--- src/rtl/serial_pattern_gen.sv ---
`timescale 1ns/1ps
// serial_pattern_gen
// Parallel-load, MSB-first serial bit-stream transmitter. A frame of 1..WIDTH
// bits is accepted over a valid/ready handshake and shifted out one bit per
// clock on `out`, framed by first/last strobes.
//
// Optional feature macro: SERIAL_PARITY_EN
//   defined   : one extra even-parity bit follows the data bits (state PAR)
//   undefined : last marks the final data bit; no parity logic
//
// State table:
//   IDLE  | no frame in flight, outputs quiet, ready for a load
//   SHIFT | a data bit of the current frame is on `out`
//   PAR   | the parity bit is on `out` (SERIAL_PARITY_EN only)
//
// Ports:
//   Clk        in   system clock, rising edge
//   Clr        in   asynchronous active-low reset
//   load_valid in   load request
//   load_ready out  frame can be accepted this cycle
//   load_data  in   frame bits, left-aligned, MSB sent first
//   load_len   in   frame length; 0 or >WIDTH means WIDTH
//   out        out  serial data bit
//   out_valid  out  `out` carries a frame bit
//   first      out  first bit of a frame
//   last       out  final bit of a frame (parity bit when enabled)
//   busy       out  frame in progress
module serial_pattern_gen #(
    parameter int WIDTH = 16,
    parameter int LEN_W = 5
) (
    input  logic             Clk,
    input  logic             Clr,
    input  logic             load_valid,
    output logic             load_ready,
    input  logic [WIDTH-1:0] load_data,
    input  logic [LEN_W-1:0] load_len,
    output logic             out,
    output logic             out_valid,
    output logic             first,
    output logic             last,
    output logic             busy
);

`ifdef SERIAL_PARITY_EN
    typedef enum logic [1:0] {IDLE = 2'd0, SHIFT = 2'd1, PAR = 2'd2} state_t;
`else
    typedef enum logic [1:0] {IDLE = 2'd0, SHIFT = 2'd1} state_t;
`endif

    localparam logic [LEN_W-1:0] WIDTH_L = LEN_W'(WIDTH);
    localparam logic [LEN_W-1:0] ONE_L   = LEN_W'(1);

    state_t             state_q, state_d;
    logic [WIDTH-1:0]   shreg_q, shreg_d;
    logic [LEN_W-1:0]   cnt_q, cnt_d;
    logic               out_q, out_d;
    logic               out_valid_q, out_valid_d;
    logic               first_q, first_d;
    logic               last_q, last_d;
`ifdef SERIAL_PARITY_EN
    logic               par_q, par_d;
`endif

    logic [LEN_W-1:0]   len_eff;
    logic               accept;

    assign len_eff    = (load_len == '0 || load_len > WIDTH_L) ? WIDTH_L : load_len;
    // last_q is only ever set on the final bit of a frame, so it doubles as
    // the "can chain the next frame" condition.
    assign load_ready = Clr && (state_q == IDLE || last_q);
    assign accept     = load_valid && load_ready;

    assign out       = out_q;
    assign out_valid = out_valid_q;
    assign first     = first_q;
    assign last      = last_q;
    assign busy      = (state_q != IDLE);

    always_comb begin
        state_d     = state_q;
        shreg_d     = shreg_q;
        cnt_d       = cnt_q;
        out_d       = 1'b0;
        out_valid_d = 1'b0;
        first_d     = 1'b0;
        last_d      = 1'b0;
`ifdef SERIAL_PARITY_EN
        par_d       = par_q;
`endif

        if (accept) begin
            // The MSB goes straight to the output flop; the shift register
            // holds the bits still to come and the counter how many remain.
            state_d     = SHIFT;
            shreg_d     = load_data << 1;
            cnt_d       = len_eff - ONE_L;
            out_d       = load_data[WIDTH-1];
            out_valid_d = 1'b1;
            first_d     = 1'b1;
`ifdef SERIAL_PARITY_EN
            par_d       = load_data[WIDTH-1];
`else
            last_d      = (len_eff == ONE_L);
`endif
        end else begin
            case (state_q)
                SHIFT: begin
                    if (cnt_q == '0) begin
`ifdef SERIAL_PARITY_EN
                        state_d     = PAR;
                        out_d       = par_q;
                        out_valid_d = 1'b1;
                        last_d      = 1'b1;
`else
                        state_d     = IDLE;
`endif
                    end else begin
                        shreg_d     = shreg_q << 1;
                        cnt_d       = cnt_q - ONE_L;
                        out_d       = shreg_q[WIDTH-1];
                        out_valid_d = 1'b1;
`ifdef SERIAL_PARITY_EN
                        par_d       = par_q ^ shreg_q[WIDTH-1];
`else
                        last_d      = (cnt_q == ONE_L);
`endif
                    end
                end
`ifdef SERIAL_PARITY_EN
                PAR: begin
                    state_d = IDLE;
                end
`endif
                default: begin
                    state_d = IDLE;
                end
            endcase
        end
    end

    always_ff @(posedge Clk or negedge Clr) begin
        if (!Clr) begin
            state_q     <= IDLE;
            shreg_q     <= '0;
            cnt_q       <= '0;
            out_q       <= 1'b0;
            out_valid_q <= 1'b0;
            first_q     <= 1'b0;
            last_q      <= 1'b0;
`ifdef SERIAL_PARITY_EN
            par_q       <= 1'b0;
`endif
        end else begin
            state_q     <= state_d;
            shreg_q     <= shreg_d;
            cnt_q       <= cnt_d;
            out_q       <= out_d;
            out_valid_q <= out_valid_d;
            first_q     <= first_d;
            last_q      <= last_d;
`ifdef SERIAL_PARITY_EN
            par_q       <= par_d;
`endif
        end
    end

endmodule

--- config.mk ---
export PLATFORM = sky130hd
export DESIGN_NAME = serial_pattern_gen
export DESIGN_NICKNAME = d
export VERILOG_FILES = /design/src/rtl/serial_pattern_gen.sv
export SDC_FILE = /design/constraint.sdc
export NUM_CORES = 1
export LEC_CHECK = 0
export ABC_AREA = 1
export BUFFER_PORTS_ARGS = -buffer_cell sky130_fd_sc_hd__buf_2
export CELL_PAD_IN_SITES_DETAIL_PLACEMENT = 2
export CELL_PAD_IN_SITES_GLOBAL_PLACEMENT = 2
export CORE_MARGIN = 1.5
export CORE_UTILIZATION = 28
export CTS_CLUSTER_SIZE = 20
export DETAILED_ROUTE_END_ITERATION = 12
export PLACE_DENSITY_LB_ADDON = 0.1
export SLEW_MARGIN = 40
export SYNTH_ARGS = -nofsm -noshare
export SYNTH_HDL_FRONTEND = slang
export SYNTH_SLANG_ARGS = --single-unit
--- constraint.sdc ---
create_clock -name Clk -period 1.45 [get_ports Clk]
set_input_delay 0 -clock Clk [delete_from_list [all_inputs] [get_ports Clk]]
set_output_delay 0 -clock Clk [all_outputs]
set_load 0.005 [all_outputs]
==> reports/qor.csv, run 1 <==
stage,metric,value,unit
run_status,status,finished clean,
cells_and_area,Syn-to-layout area delta,31.1,%
setup_path,CP max FO,3,
setup_path,most frequent CP cell,nand2_1,
drt,post-route DRC violation count,0,
placed_design,Post-DP HPWL,2870,um
cells_and_area,# diodes,0,
timing,final setup margin,0.112,ns
synthesis,Synth Cell Area,1410,sq um
cts,CTS buffer count,3,
synthesis,number of synthesized register bits,25,
global_route,antenna violations before repair,0,
cts,number of H-tree levels,1,
power_and_ir_drop,Int Power,2000,uW
timing,Max Freq,0.747,GHz
worst_hold_path,hold_sp,load_data[1],
setup_path,"Worst Path Class, Setup",reg -> reg,
cells_and_area,most frequent cells in the layout,"nand2_1, buf_2, dfrtp_1, inv_1",
timing,fin crit period,1.34,ns
die,I/O pin cnt,30,
setup_path,crit path DAT,1.51,ns
setup_path,worst r2r dst,cnt_q[3]$_DFFE_PN0P_,
cts,CTS Root Cell,clkbuf_8,
setup_path,Startpoint Class,flop,
cells_and_area,"commonest non-fill, non-tap cell in the layout",nand2_1,
power_and_ir_drop,Max VDD drop,0.000763,V
synthesis,Mean Syn Cell Area,7.94,sq um
cells_and_area,share of layout cells above drive strength 1,31.3,%
drt,final WL,3900,um
setup_path,CP Cell Sequence,"buf_4, nor2_1, nand2_1, nand2_1, nand2_1, nand2_1, nand2_1, nor2_1, nor2_1",
worst_hold_path,Hold Path Class,in -> reg,
cells_and_area,multi-input logic area,682,sq um
cells_and_area,# fillers,566,
setup_path,required time of the worst setup path,1.62,ns
die,die area,5480,sq um
timing,clk_skew,0.00334,ns
timing,Finish-stage setup viols,0,
cts,TritonCTS clock tree,done,
cells_and_area,Final #Nets,252,
synthesis,synth top area cells,"dfrtp_1, nand2_1, o21ai_2",
timing,Rel. slew slack,76.6,%
drt,"antenna viol nets, final",0,
drt,vias post-DR,1330,
setup_path,worst reg2reg startpoint,cnt_q[2]$_DFFE_PN0P_,
drt,DR iter-0 viols,28,
setup_path,Worst Setup End Kind,flop,
setup_path,R2R setup slack,0.11,ns
power_and_ir_drop,sequential power share,32.3,%
timing,Worst-Margin Slew,0.351,ns
placed_design,GP Congestion,0.808,
power_and_ir_drop,switching pwr,1450,uW
power_and_ir_drop,Comb power frac,55.3,%
drt,routed vias/inst,4.57,
synthesis,YS warnings,0,
die,Std-Cell Rows,25,
timing,max-slew violation count,0,
power_and_ir_drop,Static Leak,0.000942,uW
cells_and_area,sequential cell area,626,sq um
worst_hold_path,hold worst-path end,shreg_q[2]$_DFFE_PN0P_,
global_route,Overflow after GRT,0,
synthesis,Syn Nets,205,
drt,wire per inst,13.4,um
setup_path,R2R cell count,9,
power_and_ir_drop,switch share,42.0,%
global_route,vias in the first global route,1399,
flow_run,max-cap violation count,0,
die,Die Wd,74.1,um
synthesis,Synth top area share,44.2,%
drt,First-pass DRT Iterations,4,
synthesis,"Distinct cells, synth",22,
setup_path,Max stage delay on crit path,0.42,ns
setup_path,"delay-heaviest family, CP",simple AND/OR/NAND/NOR gates,
power_and_ir_drop,pwr/cell area,1860,nW/um^2
global_route,largest net degree at the start of global routing,38,
timing,final hold violation count,0,
die,initial core utilization,29.5,%
global_route,Total GRT Usage,15.2,%
die,chip height,74.1,um
die,core region area,4790,sq um
timing,fin crit share,92.3,%
synthesis,"area leader, netlist",dfrtp_1,
synthesis,sequential share of the synthesized area,44.2,%
power_and_ir_drop,clock network fraction of total power,12.4,%
worst_hold_path,hold-critical path depth,5,
cts,clock transition at the registers of the reported paths,0.09,ns
cts,worst skew pair latency,0.27,ns
synthesis,cells after synthesis,178,
placed_design,placed cell area,1660,sq um
global_route,first-pass GRT wire length,6390,um
cts,clock buffer depth,2,
setup_path,WP buf/inv,1,
cells_and_area,cell area after layout,1850,sq um
placed_design,Placement Setup Slack,-0.130,ns
cts,clk sinks,25,
setup_path,crit path max-delay cell type,dfrtp_1,
placed_design,count of input and output buffers,29,
[per-layer routing]
metal	up-vias	share of wire [%]	track usage [%]
li1	652	-	-
met1	659	43	18.8
met2	17	54	27.4
met3	2	2.2	2.30
met4	0	0.61	4.32
met5	-	0	0
[per-stage QoR]
step / hold slack [ns] / setup TNS (ns) / power [uW] / cells / util (%)
final: 0.00674 / 0 / 3440 / 291 / 38.7
after global routing: 0.0440 / -0.00485 / 3790 / 291 / 38.7
after floorplan: -0.296 / 0 / 2230 / 178 / -
after detailed placement: 0.0871 / -0.335 / 2760 / 277 / 34.7
after global placement: 0.0759 / -0.00287 / 2660 / 277 / 34.7
after CTS: 0.00513 / 0 / 3210 / 287 / 36.9
[logic make-up (layout without fill, tap and decap cells)]
group                      count (synthesis)  count (layout)  share of synthesized area (%)
and+or+nand+nor                          100             100                           30.8
buffers and inverters                     26              72                           9.91
DFF                                       25              25                           44.2
AOI/OAI and AO/OA                         23              23                           11.8
adders and majority gates                  3               3                           2.66
xor gates and xnor gates                   1               1                          0.620
[sequential cells by signal, summed over array words and instances, names as in the netlist]
name / count
shreg_q: 15
cnt_q: 5
first: 1
state_q: 1
out_valid: 1
last: 1
out: 1
[cell usage after synthesis (all sizes together)]
master,n
nand2,75
buf,5
nand3,12
o211ai,3
dfrtp,25
nand4,2
nor2,11
o21ai,20
ha,3
xor2,1
inv,21
[worst max-delay path by stage]
stage | from | end | cells past startpoint | slack (ns)
detailed placement | load_len[1] | cnt_q[2]$_DFFE_PN0P_ | 10 | -0.13
finish | cnt_q[2]$_DFFE_PN0P_ | cnt_q[3]$_DFFE_PN0P_ | 9 | 0.11
CTS | cnt_q[0]$_DFFE_PN0P_ | shreg_q[13]$_DFFE_PN0P_ | 8 | 0.01
global placement | load_len[1] | cnt_q[2]$_DFFE_PN0P_ | 10 | -0.003
floorplan | cnt_q[0]$_DFFE_PN0P_ | cnt_q[1]$_DFFE_PN0P_ | 8 | 0.08
global route | cnt_q[1]$_DFFE_PN0P_ | shreg_q[4]$_DFFE_PN0P_ | 8 | -0.005
[what timing repair did]
| item | CTS | global route |
|---|---|---|
| endpoints found under the hold margin | 30 | 0 |
| buffers inserted | 0 | 3 |
| hold buffers | 6 | 0 |
| endpoints found under the setup margin | 0 | 17 |
| gates resized for setup | 0 | 10 |
[worst register-to-register path, cell delays in order, from the launching register on]
cell and delay (ns):
dfrtp_1 0.42, buf_4 0.16, nor2_1 0.16, nand2_1 0.08, nand2_1 0.06, nand2_1 0.05
nand2_1 0.06, nand2_1 0.05, nor2_1 0.14, nor2_1 0.06
[area by class of cell]
class	count	area share, %
sequential	25	33.8
multi-input combinational	127	36.8
clock inverter	1	0.270
tap	67	4.52
inverter	21	4.86
timing repair buffer	47	17.6
clock buffer	3	2.23
[power groups by stage]
stage / clock network, uW / registers (uW) / logic [uW]
3_5_place_dp: 0 / 1110 / 1640
3_3_place_gp: 0 / 1100 / 1550
2_1_floorplan: 0 / 1100 / 1130
4_1_cts: 449 / 1100 / 1670
6_report: 427 / 1110 / 1900
5_1_grt: 471 / 1150 / 2170
(Power assumes the default switching activity.)
==> run 2, diff against run 1 <==
- ABC_AREA: 1 -> unset
- GPL_TIMING_DRIVEN: unset -> 0
- SLEW_MARGIN: 40 -> unset
==> reports/qor.csv, run 2 <==
stage,metric,value,unit,change
placed_design,count of input and output buffers,29,,unchanged
synthesis,sequential share of the synthesized area,48.5,%,was 44.2%
synthesis,Mean Syn Cell Area,9.14,sq um,was 7.94 sq um
synthesis,most frequent cells after synthesis,"dfrtp_1, a21oi_1, nand2_1",,"was nand2_1, dfrtp_1, inv_1"
setup_path,required time of the worst setup path,1.60,ns,was 1.62 ns
timing,Finish-stage setup viols,22,,was 0
drt,final WL,3910,um,was 3900 um
drt,"antenna viol nets, final",0,,unchanged
setup_path,Startpoint Class,flop,,unchanged
power_and_ir_drop,Max VDD drop,0.000715,V,was 0.000763 V
cts,clock buffer depth,2,,unchanged
global_route,first-pass GRT wire length,6820,um,was 6390 um
power_and_ir_drop,pwr/cell area,1880,nW/um^2,was 1860 nW/um^2
placed_design,Placement Setup Slack,-0.562,ns,was -0.130 ns
cts,clock transition at the registers of the reported paths,0.09,ns,about the same
timing,final setup margin,-0.320,ns,was 0.112 ns
cells_and_area,Biggest register,shreg_q,,unchanged
run_status,status,finished with violations,,was finished clean
power_and_ir_drop,Int Power,2320,uW,was 2000 uW
setup_path,crit path max-delay cell type,or4b_4,,was dfrtp_1
synthesis,Synth Cell Area,1290,sq um,was 1410 sq um
drt,post-route DRC violation count,0,,unchanged
synthesis,most frequent cell after synthesis,dfrtp_1,,was nand2_1
drt,DR iter-0 viols,47,,was 28
placed_design,Placed Cells,222,,was 277
cells_and_area,multi-input logic area,759,sq um,was 682 sq um
die,core region area,4380,sq um,was 4790 sq um
power_and_ir_drop,Static Leak,0.000890,uW,was 0.000942 uW
global_route,antenna violations before repair,0,,unchanged
setup_path,crit path DAT,1.92,ns,was 1.51 ns
power_and_ir_drop,Power Total,3780,uW,was 3440 uW
global_route,vias in the first global route,1378,,was 1399
timing,Max Freq,0.565,GHz,was 0.747 GHz
die,I/O pin cnt,30,,unchanged
setup_path,"Worst Path Class, Setup",reg -> reg,,unchanged
cells_and_area,max reg flops,15,,unchanged
setup_path,WP buf/inv,2,,was 1
setup_path,Max stage delay on crit path,0.46,ns,was 0.42 ns
synthesis,YS warnings,0,,unchanged
die,chip height,70.8,um,was 74.1 um
timing,Rel. slew slack,77.0,%,was 76.6%
drt,wire per inst,15.5,um,was 13.4 um
die,initial core utilization,29.4,%,was 29.5%
global_route,Overflow after GRT,0,,unchanged
cts,CTS buffer count,3,,unchanged
global_route,largest net degree at the start of global routing,26,,was 38
cells_and_area,share of layout cells above drive strength 1,43.0,%,was 31.3%
synthesis,"area leader, netlist",dfrtp_1,,unchanged
cells_and_area,top flop regs,"shreg_q: 15 flops, cnt_q: 5 flops",,unchanged
cts,clk sinks,25,,unchanged
placed_design,GP Congestion,0.749,,was 0.808
setup_path,CP max FO,7,,was 3
die,Die Wd,70.8,um,was 74.1 um
timing,fin crit period,1.77,ns,was 1.34 ns
cts,TritonCTS clock tree,done,,unchanged
cells_and_area,most frequent cells in the layout,"buf_2, dfrtp_1, nand2_1, a21oi_2, dlygate4sd3_1",,"was nand2_1, buf_2, dfrtp_1, inv_1"
setup_path,CP Cell Sequence,"inv_2, ha_4, or4b_4, and2_4, buf_12, xnor2_4, a21oi_2",,"was buf_4, nor2_1, nand2_1, nand2_1, nand2_1, nand2_1, nand2_1, nor2_1, nor2_1"
power_and_ir_drop,switch share,38.6,%,was 42.0%
cts,number of H-tree levels,1,,unchanged
synthesis,number of flops mapped to enable cells by yosys,0,,unchanged
synthesis,Synth Flop Type,dfrtp_1,,unchanged
flow_run,max-cap violation count,0,,unchanged
power_and_ir_drop,Comb power frac,55.6,%,was 55.3%
cells_and_area,fin cells,252,,was 291
timing,fin crit share,122,%,was 92.3%
power_and_ir_drop,switching pwr,1460,uW,was 1450 uW
synthesis,cells after synthesis,141,,was 178
worst_hold_path,Hold Path Class,in -> reg,,unchanged
synthesis,Syn Nets,168,,was 205
global_route,Total GRT Usage,17.2,%,was 15.2%
cts,worst skew pair latency,0.27,ns,about the same
synthesis,synth top area cells,"dfrtp_1, a21oi_1, nand2_1",,"was dfrtp_1, nand2_1, o21ai_2"
drt,vias post-DR,1243,,was 1330
drt,routed vias/inst,4.93,,was 4.57
cells_and_area,"commonest non-fill, non-tap cell in the layout",buf_2,,was nand2_1
timing,Min Hold Slack,-0.0208,ns,was 0.00674 ns
cts,CTS Root Cell,clkbuf_8,,unchanged
synthesis,Synth top area share,48.5,%,was 44.2%
cells_and_area,cell area after layout,2010,sq um,was 1850 sq um
cells_and_area,# diodes,0,,unchanged
run_status,failing checks,"negative hold slack, negative setup slack",,
synthesis,fraction of registers with async set/reset,100,%,unchanged
cells_and_area,sequential cell area,627,sq um,was 626 sq um
timing,RSZ-0062 raised after global routing,yes,,
timing,max-slew violation count,0,,unchanged
synthesis,number of synthesized register bits,25,,unchanged
timing,clk_skew,0.00420,ns,was 0.00334 ns
setup_path,"delay-heaviest family, CP",simple AND/OR/NAND/NOR gates,,unchanged
timing,Worst-Margin Slew,0.345,ns,was 0.351 ns
placed_design,Post-DP HPWL,2580,um,was 2870 um
die,Std-Cell Rows,24,,was 25
setup_path,Worst Setup End Kind,flop,,unchanged
cells_and_area,Syn-to-layout area delta,55.6,%,was 31.1%
power_and_ir_drop,sequential power share,33.3,%,was 32.3%
timing,final hold violation count,1,,was 0
synthesis,"Distinct cells, synth",31,,was 22
cells_and_area,Final #Nets,228,,was 252
die,die area,5020,sq um,was 5480 sq um
drt,First-pass DRT Iterations,3,,was 4
placed_design,placed cell area,1520,sq um,was 1660 sq um
cells_and_area,# fillers,472,,was 566
power_and_ir_drop,clock network fraction of total power,11.1,%,was 12.4%
## run 2: changes by cell type after synthesis, moves of 3 or more
cell,before,now
nor2_1,9,15
o21ai_2,9,0
nand2_1,72,22
nand3_1,9,4
o21ai_0,1,5
clkbuf_1,0,3
inv_1,20,4
a21oi_1,0,24
nor3_1,0,3
a21oi_2,0,7
o21ai_1,10,0
## run 2: power by group through the flow
stage | sequential, uW | clock [uW] | combinational (uW)
floorplan | 1200 | 0 | 970
global placement | 1240 | 0 | 1270
detailed placement | 1260 | 0 | 1320
CTS | 1230 | 446 | 1820
global route | 1300 | 479 | 2330
finish | 1260 | 417 | 2100
## run 2: per-stage QoR
stage | utilization (%) | setup TNS [ns]
floorplan | - | -5.98
global placement | 34.6 | -10.51
detailed placement | 34.6 | -11.29
CTS | 43.1 | -6.29
global route | 45.7 | -7.64
finish | 45.7 | -5.98
## run 2: routing by layer
layer  share of wire [%]  vias up  track usage [%]
met5                   0        -                0
met4                0.43        0             3.14
met3                 2.2        2             2.99
met2                  52       15             30.6
met1                  45      625             22.1
li1                    -      601                -
## run 2: cells by family after synthesis
family / after synthesis / synth area share, %
buffers and inverters: 11 / 4.76
AO/OA/AOI/OAI: 39 / 18.3
XOR/XNOR: 4 / 2.72
AND/OR/NAND/NOR: 59 / 22.8
flip-flops: 25 / 48.5
adder cells (fa/ha/maj): 3 / 2.91
## run 2: cell type report
class / instances / share of cell area, %
multi-input combinational: 105 / 37.9
sequential: 25 / 31.3
timing repair buffer: 56 / 22.0
tap: 52 / 3.24
buffer: 6 / 2.68
clock buffer: 4 / 2.25
inverter: 4 / 0.749
## run 2: what timing repair did
| item | in CTS | in global routing |
|---|---|---|
| setup endpoints to repair | 25 | 24 |
| hold buffers | 17 | 0 |
| gates resized for setup | 25 | 22 |
| cloned | 2 | 0 |
| buffers inserted | 6 | 3 |
| pin swaps | 8 | 13 |
| endpoints found under the hold margin | 40 | 0 |
## run 2: path summary, 6_finish.rpt
check,endpoint,cells after the start,from,slack [ns]
setup / recovery,cnt_q[0]$_DFFE_PN0P_,7,cnt_q[0]$_DFFE_PN0P_,-0.32
hold / removal,shreg_q[8]$_DFFE_PN0P_,3,load_data[7],-0.02
setup reg to reg,cnt_q[0]$_DFFE_PN0P_,7,cnt_q[0]$_DFFE_PN0P_,-0.32
hold reg to reg,shreg_q[3]$_DFFE_PN0P_,2,shreg_q[3]$_DFFE_PN0P_,0.55
max in group asynchronous,state_q[0]$_DFFE_PN0P_,3,Clr,1.01
min in group asynchronous,cnt_q[4]$_DFFE_PN0P_,3,Clr,0.26
## run 2: worst min-delay path, delay by kind of cell
kind | cells | cell delay [ns]
AOI/OAI and AO/OA | 1 | 0.09
and+or+nand+nor | 1 | 0.04
buffers and inverters | 1 | 0.07
==> run 3, diff against run 2 <==
- CORE_MARGIN: 1.5 -> unset
- SLEW_MARGIN: unset -> 30
==> reports/qor.csv, run 3 (synthesized netlist as in run 2, its figures left out) <==
stage,metric,value,unit,change
timing,clk_skew,0.00833,ns,was 0.00420 ns
placed_design,GP Congestion,0.754,,was 0.749
cells_and_area,# diodes,0,,unchanged
timing,Max Freq,0.558,GHz,was 0.565 GHz
run_status,failing checks,negative setup slack,,"was negative hold slack, negative setup slack"
drt,final WL,4400,um,was 3910 um
timing,Min Hold Slack,0.00206,ns,was -0.0208 ns
cells_and_area,Syn-to-layout area delta,65.0,%,was 55.6%
worst_hold_path,Hold Path Class,in -> reg,,unchanged
cts,clk sinks,25,,unchanged
timing,fin crit period,1.79,ns,was 1.77 ns
timing,final setup margin,-0.344,ns,was -0.320 ns
drt,DR iter-0 viols,59,,was 47
setup_path,Startpoint Class,flop,,unchanged
cells_and_area,top flop regs,"shreg_q: 15 flops, cnt_q: 5 flops",,unchanged
cells_and_area,Final #Nets,231,,was 228
global_route,first-pass GRT wire length,7510,um,was 6820 um
cts,TritonCTS clock tree,done,,unchanged
global_route,Total GRT Usage,19.4,%,was 17.2%
power_and_ir_drop,sequential power share,30.7,%,was 33.3%
power_and_ir_drop,pwr/cell area,1980,nW/um^2,was 1880 nW/um^2
setup_path,crit path DAT,1.95,ns,was 1.92 ns
setup_path,required time of the worst setup path,1.61,ns,was 1.60 ns
cells_and_area,Biggest register,shreg_q,,unchanged
power_and_ir_drop,Static Leak,0.000928,uW,was 0.000890 uW
power_and_ir_drop,Int Power,2550,uW,was 2320 uW
timing,RSZ-0062 raised after global routing,yes,,unchanged
power_and_ir_drop,Comb power frac,59.2,%,was 55.6%
timing,max-slew violation count,0,,unchanged
die,Std-Cell Rows,24,,unchanged
global_route,vias in the first global route,1476,,was 1378
die,Die Wd,69.8,um,was 70.8 um
cts,clock transition at the registers of the reported paths,0.09,ns,about the same
cts,number of H-tree levels,1,,unchanged
timing,Rel. slew slack,68.4,%,was 77.0%
cells_and_area,"commonest non-fill, non-tap cell in the layout",buf_2,,unchanged
power_and_ir_drop,clock network fraction of total power,10.0,%,was 11.1%
flow_run,max-cap violation count,0,,unchanged
timing,fin crit share,124,%,was 122%
cts,clock buffer depth,2,,unchanged
drt,First-pass DRT Iterations,4,,was 3
die,core region area,4380,sq um,unchanged
drt,"antenna viol nets, final",0,,unchanged
setup_path,"Worst Path Class, Setup",reg -> reg,,unchanged
timing,setup TNS,-6.15,ns,was -5.98 ns
cells_and_area,share of layout cells above drive strength 1,47.8,%,was 43.0%
cts,CTS buffer count,3,,unchanged
power_and_ir_drop,switching pwr,1650,uW,was 1460 uW
setup_path,Worst Setup End Kind,flop,,unchanged
die,initial core utilization,29.4,%,unchanged
run_status,status,finished with violations,,unchanged
die,die area,4880,sq um,was 5020 sq um
drt,post-route DRC violation count,0,,unchanged
placed_design,count of input and output buffers,29,,unchanged
cells_and_area,max reg flops,15,,unchanged
setup_path,CP max FO,5,,was 7
drt,wire per inst,17.2,um,was 15.5 um
die,I/O pin cnt,30,,unchanged
drt,vias post-DR,1297,,was 1243
global_route,antenna violations before repair,0,,unchanged
drt,routed vias/inst,5.09,,was 4.93
timing,Finish-stage setup viols,22,,unchanged
power_and_ir_drop,switch share,39.3,%,was 38.6%
global_route,Overflow after GRT,0,,unchanged
die,chip height,69.8,um,was 70.8 um
timing,final hold violation count,0,,was 1
cts,CTS Root Cell,clkbuf_8,,unchanged
cells_and_area,most frequent cells in the layout,"buf_2, dfrtp_1, nand2_1, a21oi_2, dlygate4sd3_1",,unchanged
placed_design,Post-DP HPWL,2560,um,was 2580 um
timing,Worst-Margin Slew,0.468,ns,was 0.345 ns
power_and_ir_drop,Max VDD drop,0.000773,V,was 0.000715 V
global_route,largest net degree at the start of global routing,26,,unchanged
cts,worst skew pair latency,0.27,ns,about the same
run 3: layout make-up:
type / count / area (sq um)
clock buffer: 3 / 41.3
sequential: 25 / 627
timing repair buffer: 59 / 494
tap: 52 / 65.1
buffer: 6 / 60.1
multi-input combinational: 105 / 818
fill: 455 / 2260
inverter: 4 / 15.0
clock inverter: 1 / 5.00
run 3: worst paths after layout:
kind	start	endpoint	slack (ns)	cells after the start
max reg2reg	cnt_q[1]$_DFFE_PN0P_	shreg_q[2]$_DFFE_PN0P_	-0.34	7
min	load_data[1]	shreg_q[2]$_DFFE_PN0P_	0.002	3
max	cnt_q[1]$_DFFE_PN0P_	shreg_q[2]$_DFFE_PN0P_	-0.34	7
min in group asynchronous	Clr	shreg_q[6]$_DFFE_PN0P_	0.29	3
min reg2reg	shreg_q[2]$_DFFE_PN0P_	shreg_q[2]$_DFFE_PN0P_	0.55	2
max in group asynchronous	Clr	state_q[0]$_DFFE_PN0P_	0.99	3
run 3: metal layers:
metal	global-route usage [%]	routed length, um	up-vias
li1	-	-	608
met1	25.9	2090	666
met5	0	0	-
met2	33.4	2190	21
met3	2.91	90	2
met4	3.78	24	0
run 3: worst max-delay path, stage by stage (launching register included):
cell and delay [ns]:
dfrtp_1 0.42, inv_2 0.09, ha_4 0.13, or4b_4 0.46, and2_4 0.23, buf_12 0.16
a21oi_2 0.13, a21oi_1 0.07
run 3: power by group through the flow:
stage               Clock [uW]  Sequential, uW  Combinational (uW)
floorplan                    0            1200                 970
finish                     421            1290                2490
global route               469            1340                2720
detailed placement           0            1250                1330
CTS                        440            1230                2050
global placement             0            1240                1270
run 3: stage by stage:
stage / instances / power, uW / worst slack, ns / cell area [sq um] / util (%)
after floorplan: 141 / 2170 / -0.357 / 1310 / -
after global placement: 222 / 2510 / -0.515 / 1520 / 34.6
after detailed placement: 222 / 2580 / -0.603 / 1520 / 34.6
after CTS: 252 / 3720 / -0.313 / 1970 / 45.0
after global routing: 255 / 4530 / -0.401 / 2130 / 48.5
final: 255 / 4210 / -0.344 / 2130 / 48.5
run 3: what timing repair did:
action,4_1_cts,5_1_grt
endpoints found under the hold margin,40,0
pin swaps,21,5
gates cloned,2,0
hold buffers,17,0
buffers inserted,8,3
resized for setup,39,23
endpoints found under the setup margin,25,24
